### src/rtl/updown_counter_mod_pkg.sv
`default_nettype none
// ============================================================================
// Module      : updown_counter_mod_pkg
// Description : Shared constants and helpers for the parametrised up/down
//               counter: count-mode and direction encodings, plus the
//               range-clamp decision used when a value is loaded.
// Ports       : none (package)
// Revision    : 1.0 - initial release
// ============================================================================
package updown_counter_mod_pkg;

    // Bound behaviour selected by the SATURATE parameter
    localparam int MODE_WRAP = 0;
    localparam int MODE_SAT  = 1;

    // Encoding of the up_down input
    localparam logic DIR_UP   = 1'b1;
    localparam logic DIR_DOWN = 1'b0;

    // Values are compared at a fixed 33-bit width so that one function
    // serves every counter width (up to 32 bits) without truncation.
    localparam int CLAMP_W = 33;

    typedef enum logic [1:0] {
        CLAMP_PASS   = 2'd0,
        CLAMP_TO_MIN = 2'd1,
        CLAMP_TO_MAX = 2'd2
    } clamp_e;

    // Decides how a requested load value must be forced into [lo..hi].
    function automatic clamp_e clamp_sel(
        input logic [CLAMP_W-1:0] val,
        input logic [CLAMP_W-1:0] lo,
        input logic [CLAMP_W-1:0] hi
    );
        if (val > hi) begin
            return CLAMP_TO_MAX;
        end
        if (val < lo) begin
            return CLAMP_TO_MIN;
        end
        return CLAMP_PASS;
    endfunction

endpackage
`default_nettype wire

### src/rtl/udcnt_prescaler.sv
`default_nettype none
// ============================================================================
// Module      : udcnt_prescaler
// Description : Enable-gated tick generator. Emits one tick on every
//               PRESCALE-th cycle that en is high; clr restarts the phase.
// Ports       : clk   - clock, rising edge
//               reset - asynchronous, active-high reset
//               clr   - synchronous phase restart (suppresses tick)
//               en    - advance enable
//               tick  - one-cycle step strobe
// Revision    : 1.0 - initial release
// ============================================================================
module udcnt_prescaler #(
    parameter int PRESCALE = 4
) (
    input  logic clk,
    input  logic reset,
    input  logic clr,
    input  logic en,
    output logic tick
);

    localparam int                CNT_W = (PRESCALE > 1) ? $clog2(PRESCALE) : 1;
    localparam logic [CNT_W-1:0]  C_LAST = CNT_W'(PRESCALE - 1);

    logic [CNT_W-1:0] r_phase;
    logic             w_last;

    assign w_last = (r_phase == C_LAST);
    assign tick   = en & ~clr & w_last;

    always_ff @(posedge clk or posedge reset) begin
        if (reset) begin
            r_phase <= '0;
        end else if (clr) begin
            r_phase <= '0;
        end else if (en) begin
            r_phase <= w_last ? '0 : r_phase + CNT_W'(1);
        end
    end

endmodule
`default_nettype wire

### src/rtl/updown_counter_mod.sv
`default_nettype none
// ============================================================================
// Module      : updown_counter_mod
// Description : Parametrised up/down counter over [MIN_VAL..MAX_VAL] with
//               wrap or saturate behaviour, synchronous clear, clamped
//               parallel load, terminal-count decodes and a registered
//               bound-event pulse.
//               Optional feature macro UPDOWN_COUNTER_MOD_PRESCALE_EN adds a
//               PRESCALE parameter: the count steps only on every PRESCALE-th
//               enabled cycle.
// Ports       : clk, reset (async, active-high)
//               clear, load, load_val, en, up_down - control inputs
//               count       - registered count value
//               at_max      - count == MAX_VAL
//               at_min      - count == MIN_VAL
//               event_pulse - registered wrap / blocked-step pulse
// Revision    : 1.0 - initial release
// ============================================================================
module updown_counter_mod
    import updown_counter_mod_pkg::*;
#(
    parameter int               WIDTH     = 8,
    parameter logic [WIDTH-1:0] MIN_VAL   = '0,
    parameter logic [WIDTH-1:0] MAX_VAL   = {WIDTH{1'b1}},
    parameter logic [WIDTH-1:0] RESET_VAL = '0,
    parameter int               SATURATE  = MODE_WRAP
`ifdef UPDOWN_COUNTER_MOD_PRESCALE_EN
    ,
    parameter int               PRESCALE  = 4
`endif
) (
    input  logic             clk,
    input  logic             reset,
    input  logic             clear,
    input  logic             load,
    input  logic [WIDTH-1:0] load_val,
    input  logic             en,
    input  logic             up_down,
    output logic [WIDTH-1:0] count,
    output logic             at_max,
    output logic             at_min,
    output logic             event_pulse
);

    localparam int               PAD   = CLAMP_W - WIDTH;
    localparam logic [WIDTH:0]   MIN_X = {1'b0, MIN_VAL};
    localparam logic [WIDTH:0]   MAX_X = {1'b0, MAX_VAL};

    logic [WIDTH-1:0] r_count;
    logic             r_event;

    logic [WIDTH-1:0] w_count_nxt;
    logic             w_event_nxt;
    logic             w_step;
    logic [WIDTH:0]   w_count_x;
    logic [WIDTH:0]   w_inc_x;
    logic [WIDTH:0]   w_dec_x;
    logic             w_up_bound;
    logic             w_dn_bound;
    clamp_e           w_clamp;

    // ------------------------------------------------------------------
    // Step qualifier: every enabled cycle, or the prescaler tick
    // ------------------------------------------------------------------
`ifdef UPDOWN_COUNTER_MOD_PRESCALE_EN
    logic r_dir;
    logic w_pre_clr;

    // Any control action or a direction change restarts the prescale phase
    assign w_pre_clr = clear | load | (up_down != r_dir);

    always_ff @(posedge clk or posedge reset) begin
        if (reset) begin
            r_dir <= DIR_UP;
        end else begin
            r_dir <= up_down;
        end
    end

    udcnt_prescaler #(
        .PRESCALE (PRESCALE)
    ) u_prescaler (
        .clk   (clk),
        .reset (reset),
        .clr   (w_pre_clr),
        .en    (en),
        .tick  (w_step)
    );
`else
    assign w_step = en;
`endif

    // ------------------------------------------------------------------
    // Bound detection in WIDTH+1 bits so non-power-of-2 ranges and
    // MAX_VAL = 2**WIDTH-1 never rely on modulo wrap of the register.
    // ------------------------------------------------------------------
    assign w_count_x  = {1'b0, r_count};
    assign w_inc_x    = w_count_x + {{WIDTH{1'b0}}, 1'b1};
    assign w_dec_x    = w_count_x - {{WIDTH{1'b0}}, 1'b1};
    assign w_up_bound = (w_inc_x > MAX_X);
    // Borrow out of the MSB means the count was already 0
    assign w_dn_bound = w_dec_x[WIDTH] | (w_dec_x < MIN_X);

    assign w_clamp = clamp_sel({{PAD{1'b0}}, load_val},
                               {{PAD{1'b0}}, MIN_VAL},
                               {{PAD{1'b0}}, MAX_VAL});

    // ------------------------------------------------------------------
    // Next-state: clear > load > step
    // ------------------------------------------------------------------
    always_comb begin
        w_count_nxt = r_count;
        w_event_nxt = 1'b0;
        if (clear) begin
            w_count_nxt = RESET_VAL;
        end else if (load) begin
            case (w_clamp)
                CLAMP_TO_MAX: w_count_nxt = MAX_VAL;
                CLAMP_TO_MIN: w_count_nxt = MIN_VAL;
                default:      w_count_nxt = load_val;
            endcase
        end else if (w_step) begin
            case (up_down)
                DIR_UP: begin
                    if (w_up_bound) begin
                        w_event_nxt = 1'b1;
                        if (SATURATE == MODE_WRAP) begin
                            w_count_nxt = MIN_VAL;
                        end
                    end else begin
                        w_count_nxt = w_inc_x[WIDTH-1:0];
                    end
                end
                DIR_DOWN: begin
                    if (w_dn_bound) begin
                        w_event_nxt = 1'b1;
                        if (SATURATE == MODE_WRAP) begin
                            w_count_nxt = MAX_VAL;
                        end
                    end else begin
                        w_count_nxt = w_dec_x[WIDTH-1:0];
                    end
                end
                default: begin
                    w_count_nxt = r_count;
                end
            endcase
        end
    end

    always_ff @(posedge clk or posedge reset) begin
        if (reset) begin
            r_count <= RESET_VAL;
            r_event <= 1'b0;
        end else begin
            r_count <= w_count_nxt;
            r_event <= w_event_nxt;
        end
    end

    assign count       = r_count;
    assign event_pulse = r_event;
    assign at_max      = (w_count_x == MAX_X);
    assign at_min      = (w_count_x == MIN_X);

endmodule
`default_nettype wire

### config.mk
export PLATFORM = sky130hd
export DESIGN_NAME = updown_counter_mod
export DESIGN_NICKNAME = d
export VERILOG_FILES = /design/src/rtl/updown_counter_mod_pkg.sv /design/src/rtl/udcnt_prescaler.sv /design/src/rtl/updown_counter_mod.sv
export SDC_FILE = /design/constraint.sdc
export NUM_CORES = 1
export LEC_CHECK = 0
export CORE_ASPECT_RATIO = 0.75
export CORE_UTILIZATION = 32
export CTS_CLUSTER_SIZE = 30
export DETAILED_ROUTE_END_ITERATION = 8
export PLACE_DENSITY = 0.62
export SLEW_MARGIN = 0
export SYNTH_ARGS = -nofsm -noshare
export SYNTH_HDL_FRONTEND = slang
export SYNTH_SLANG_ARGS = --single-unit
export TNS_END_PERCENT = 10
### constraint.sdc
create_clock -name clk -period 3.7 [get_ports clk]
set_clock_uncertainty 0.15 [all_clocks]
set_input_delay 0.37 -clock clk [delete_from_list [all_inputs] [get_ports clk]]
set_output_delay 0.37 -clock clk [all_outputs]
set_load 0.02 [all_outputs]
==> flow_metrics.py <==
metrics = {
    "setup_path": {
        "reg2reg_to": "count[0]$_DFFE_PP0P_",
        "critical_path.max_fanout": 10,
        "r2r_cells": 7,
        "cp-start-kind": "register",
        "worstPathRequired_ns": 3.18,
        "arrival_ns": 2.12,
        "critical_path_class": "reg -> out",
        "r2r_slack_ns": 1.24,
        "cp-end-kind": "output port",
        "worstReg2RegStart": "count[0]$_DFFE_PP0P_",
    },
    "cts": {
        "cts_resized": 0,
        "cts_buffers": 3,
        "clockBufferDepth": 2,
        "clock-sinks": 9,
        "root_buffer": "clkbuf_8",
        "cts_max_level": 1,
        "cts_tree": "done",
        "cts.clk_slew.worst_paths_ns": 0.05,
        "cts_hold_buf": 0,
        "cts_setup_buffers": 0,
        "clk_latency_ns": 0.23,
    },
    "routing": {
        "first_iter_violations": 91,
        "drt-pass1-iter-count": 4,
        "post_drt_wl_per_cell_um": 16.3,
        "ant_nets": 0,
        "avgViaCountPerCell": 5.77,
        "wl_um": 2930,
        "dr_total_vias": 1038,
        "drc": 0,
    },
    "yosys": {
        "synth_most_common_cell": "nor2_1",
        "seq_area_frac_synth": 0.219,
        "async_flop_share": 1.00,
        "synth-edff-count": 0,
        "yosys.area.top_type": "dfrtp_1",
        "syn_area_um2": 1030,
        "synth_top_cell_area_share": 0.219,
        "synth_warnings": 0,
        "synth_area_per_cell_um2": 8.29,
        "synthCells": 124,
        "synth_top_cells_by_area": "dfrtp_1 22%, ha_1 6.1%, nor2_1 4.0%, a21oi_1 3.4%, nand3_1 3.4%",
        "ys_ff_latch": 9,
        "mappedNetlistNets": 143,
        "synth.distinct_cells": 50,
        "synth_common_cells": "11 x nor2_1, 9 x dfrtp_1, 8 x inv_1, 7 x a21oi_1, 7 x nand3_1",
        "ys.flop_type": "dfrtp_1",
    },
    "job": {
        "drv_cap": 0,
    },
    "grt": {
        "grt_pass1_wl_um": 4640,
        "grt_max_degree": 20,
        "grt_usage": 0.183,
        "grt_antenna_before_repair": 0,
        "grt_pass1_vias": 900,
        "grt-ovfl-total": 0,
    },
    "floorplan": {
        "core-area_um2": 3000,
        "rows": 17,
        "start_util": 0.343,
        "die_area_um2": 3450,
        "die_w_um": 67.5,
        "pin_count": 25,
        "die_y_um": 51.1,
    },
    "pwr": {
        "power_density_nw_per_um2": 293,
        "leakage_uw": 0.000525,
        "ir_drop_mv": 0.0975,
        "total_power_uw": 381,
    },
    "sta": {
        "fmax_ghz": 0.379,
        "drv_slew": 0,
        "final.period_utilization": 0.712,
        "worst_pin_slew_ns": 0.738,
        "setup_tns_ns": 0,
        "setup_viol": 0,
        "period_needed_ns": 2.64,
        "hold_violations": 0,
        "hold-worst-slack_ns": 0.261,
        "relSlewSlack": 0.506,
        "rsz0062_at_grt": "no",
    },
    "placement": {
        "place_congestion": 0.944,
        "hpwl_um": 2160,
        "io_buffers": 24,
    },
    "run_status": {
        "status": "finished clean",
    },
    "cells_and_area": {
        "multi_input_area_um2": 712,
        "drive_above_1_share": 0.120,
        "nets": 162,
        "diodes": 0,
        "seq_area_um2": 225,
        "area_growth_pct": 26.4,
        "fillers": 294,
    },
    "min_path": {
        "hp-class": "in -> async",
    },
}
-- critical path, stage by stage, from the launching register on --
cell and delay [ns]:
dfrtp_1 0.53, nor4_2 0.52, and3_1 0.23, clkdlybuf4s50_1 0.60
-- layout make-up --
| class | instances | area share |
|---|---|---|
| clock buffer | 4 | 0.0346 |
| inverter | 8 | 0.0231 |
| multi-input combinational | 97 | 0.548 |
| sequential | 9 | 0.173 |
| tap | 38 | 0.0366 |
| timing repair buffer | 24 | 0.185 |
-- metrics by stage --
step / area [um^2] / instances / setup WS (ns) / utilization
after CTS: 1300 / 180 / 1.09 / 0.433
final: 1300 / 180 / 1.06 / 0.433
after global placement: 1250 / 176 / 1.26 / 0.418
after global routing: 1300 / 180 / 1.03 / 0.433
after detailed placement: 1250 / 176 / 1.25 / 0.418
after floorplan: 1030 / 124 / 1.50 / -
-- flip-flops by register name, summed over array words and instances, names as in the netlist --
| name | flops |
|---|---|
| count | 8 |
| event_pulse | 1 |
-- per-layer routing --
metal | GRT usage | vias to the layer above | share of wire
li1 | - | 485 | -
met1 | 0.283 | 499 | 0.47
met2 | 0.249 | 52 | 0.43
met3 | 0.0379 | 2 | 0.096
met4 | 0.0426 | 0 | 0.0021
met5 | 0 | - | 0
-- cell usage in the layout, fill, tap and decap left out, types with 2 or more instances in the layout --
cell,synthesis,final
nor2_1,11,11
a21oi_1,7,7
nand2_1,5,5
nand3b_1,2,2
clkdlybuf4s50_1,0,24
clkbuf_8,0,3
inv_1,8,8
dfrtp_1,9,9
nor4_1,2,2
ha_1,5,5
o21ai_0,6,6
xor2_1,3,3
a211oi_1,2,2
o21ai_1,2,2
a31oi_1,3,3
a221oi_2,2,2
nand4_1,2,2
nor3_2,2,2
nand3_1,7,7
nor3_1,6,6
and3_1,3,3
xor2_2,2,2
-- worst max path at each step --
stage	start	to	slack (ns)	depth (start not counted)
6_report	count[4]$_DFFE_PP0P_	at_min	1.06	3
3_5_place_dp	count[0]$_DFFE_PP0P_	count[0]$_DFFE_PP0P_	1.25	7
3_3_place_gp	count[0]$_DFFE_PP0P_	count[0]$_DFFE_PP0P_	1.26	7
2_1_floorplan	count[0]$_DFFE_PP0P_	count[0]$_DFFE_PP0P_	1.50	7
5_1_grt	count[4]$_DFFE_PP0P_	at_min	1.03	3
4_1_cts	count[4]$_DFFE_PP0P_	at_min	1.09	3
-- power by group --
part | leakage [uW] | internal [uW] | switching [uW]
clock network | 0.0000228 | 75.3 | 41.5
logic | 0.000384 | 62.5 | 72.5
registers | 0.000118 | 106 | 23.8
total | 0.000525 | 243 | 138
-- logic make-up after synthesis --
kind of cell	count (synthesis)	share of synthesized area
simple gates	50	0.273
compound gates	34	0.268
buf+inv	18	0.0888
flops	9	0.219
xor+xnor	7	0.0815
fa+ha+maj	5	0.0608
mux	1	0.00973
(Power assumes the default switching activity.)
==> edit (config.mk and constraints unchanged) <==
Register the outputs `at_max` and `at_min`, without a reset; this adds one clock of latency there. The other outputs are not delayed to match.
--- a/src/rtl/updown_counter_mod.sv
+++ b/src/rtl/updown_counter_mod.sv
@@ -162,4 +162,6 @@
     assign event_pulse = r_event;
-    assign at_max      = (w_count_x == MAX_X);
-    assign at_min      = (w_count_x == MIN_X);
+    always_ff @(posedge clk) begin
+        at_max <= (w_count_x == MAX_X);
+        at_min <= (w_count_x == MIN_X);
+    end
 
Behaviour: not the same (Yosys sat finds a counterexample within 4 cycles, from zero or initial values and one cycle with reset high).
==> edit against the original RTL <==
Area after synthesis is 1.1% lower; cell area barely moved; first-iteration DRC count decreased by 16%; power increased by 11%; die area down 1.1%; wire length is 2.9% higher; critical path depth rose by 4; utilization rose by 0.27 points; worst setup slack got worse by 0.064 ns; sequential cell count grew 2; final cell count increased by 3.9%; highest routed layer unchanged.
==> edit: results (changes against the original RTL) <==
Logic synthesis
  – Synth unique cells: 43 (was 50)
  – Seq/Total Area, Yosys: 0.2608 (was 0.2190)
  – Area contributors post-synth: dfrtp_1 22%, ha_1 6.2%, a21oi_1 4.4% (was dfrtp_1 22%, ha_1 6.1%, nor2_1 4.0%)
  – Synth Area in Compound Gates: 0.2386 (was 0.2676)
  – Synth top cells by count: 12 x nand2_1, 9 x a21oi_1, 9 x dfrtp_1, 9 x nand3_1 (was 11 x nor2_1, 9 x dfrtp_1, 8 x inv_1, 7 x a21oi_1, 7 x nand3_1)
  – Post-synth net total: 151 (was 143)
  – Post-synthesis mux area share: 0.009840 (was 0.009732)
  – Syn avg cell area: 7.706 um2 (was 8.294 um2)
  – Synth Area in XOR/XNOR: 0.06888 (was 0.08151)
  – Fraction of registers with async set/reset: 0.8182 (was 1.000)
  – Adder-Cell Fraction of Synth Area: 0.06150 (was 0.06083)

Power
  – VDD IR max: 112.5 uV (was 97.51 uV)
  – P_leak: 0.0004924 uW (was 0.0005249 uW)

Setup path
  – CP arrival: 2.65 ns (was 2.12 ns)
  – Worst path max stage delay: 0.57 ns (was 0.60 ns)
  – CP Max Fanout: 13 (was 10)
  – Critical-path top delay cell: dfrtp_1 (was clkdlybuf4s50_1)

Placement
  – Gp weighted congestion: 0.9745 (was 0.9437)
  – DP HPWL: 2239 um (was 2157 um)
  – Inst Count DP: 183 (was 176)

Detailed routing
  – Vias: 1103 (was 1038)
  – Routed length per placed instance: 16.10 um (was 16.25 um)
  – Starting DRC count in detailed routing: 76 (was 91)

Global routing
  – Pin count of the biggest net entering global routing: 15 (was 20)
  – Vias in the first global route: 940 (was 900)
  – Global-route wire length before repair: 4857 um (was 4643 um)
  – Gr usage total: 0.1943 (was 0.1825)

Timing
  – Worst slew margin: 0.6641 (was 0.5063)

Clocking
  – Total CTS buffers: 3 (unchanged)

Final layout
  – Non-Filler Instances: 187 (was 180)
  – Share of cells above drive strength 1: 0.02685 (was 0.1197)
  – Final net count: 169 (was 162)

Run status
  – Status: complete, no violations (unchanged)
edit: layout make-up:
cell class,count,area (um2)
inverter,7,26.28
clock buffer,4,45.04
multi-input combinational,103,674.4
sequential,11,265.3
tap,38,47.55
fill,295,1679
timing repair buffer,24,240.2
edit: metal layers:
metal	vias to the layer above	track usage	share of wire
met2	56	0.2550	0.40
met4	0	0.09220	0.020
met3	7	0.02902	0.089
li1	513	-	-
met1	527	0.3004	0.49
met5	-	0	0
edit: through the flow:
step / setup slack, ns / instance area [um2] / util
after floorplan: 1.087 / 1017 / -
after detailed placement: 1.069 / 1254 / 0.4210
after global placement: 1.041 / 1254 / 0.4210
after global routing: 0.7984 / 1299 / 0.4361
after CTS: 1.062 / 1299 / 0.4361
final: 0.9999 / 1299 / 0.4361
edit: power breakdown:
group	internal, uW	leakage (uW)	switching [uW]
clock network	75.5	0.0000228	43.3
registers	130	0.000134	29.2
logic	71.3	0.000335	74.6
total	277	0.000492	147
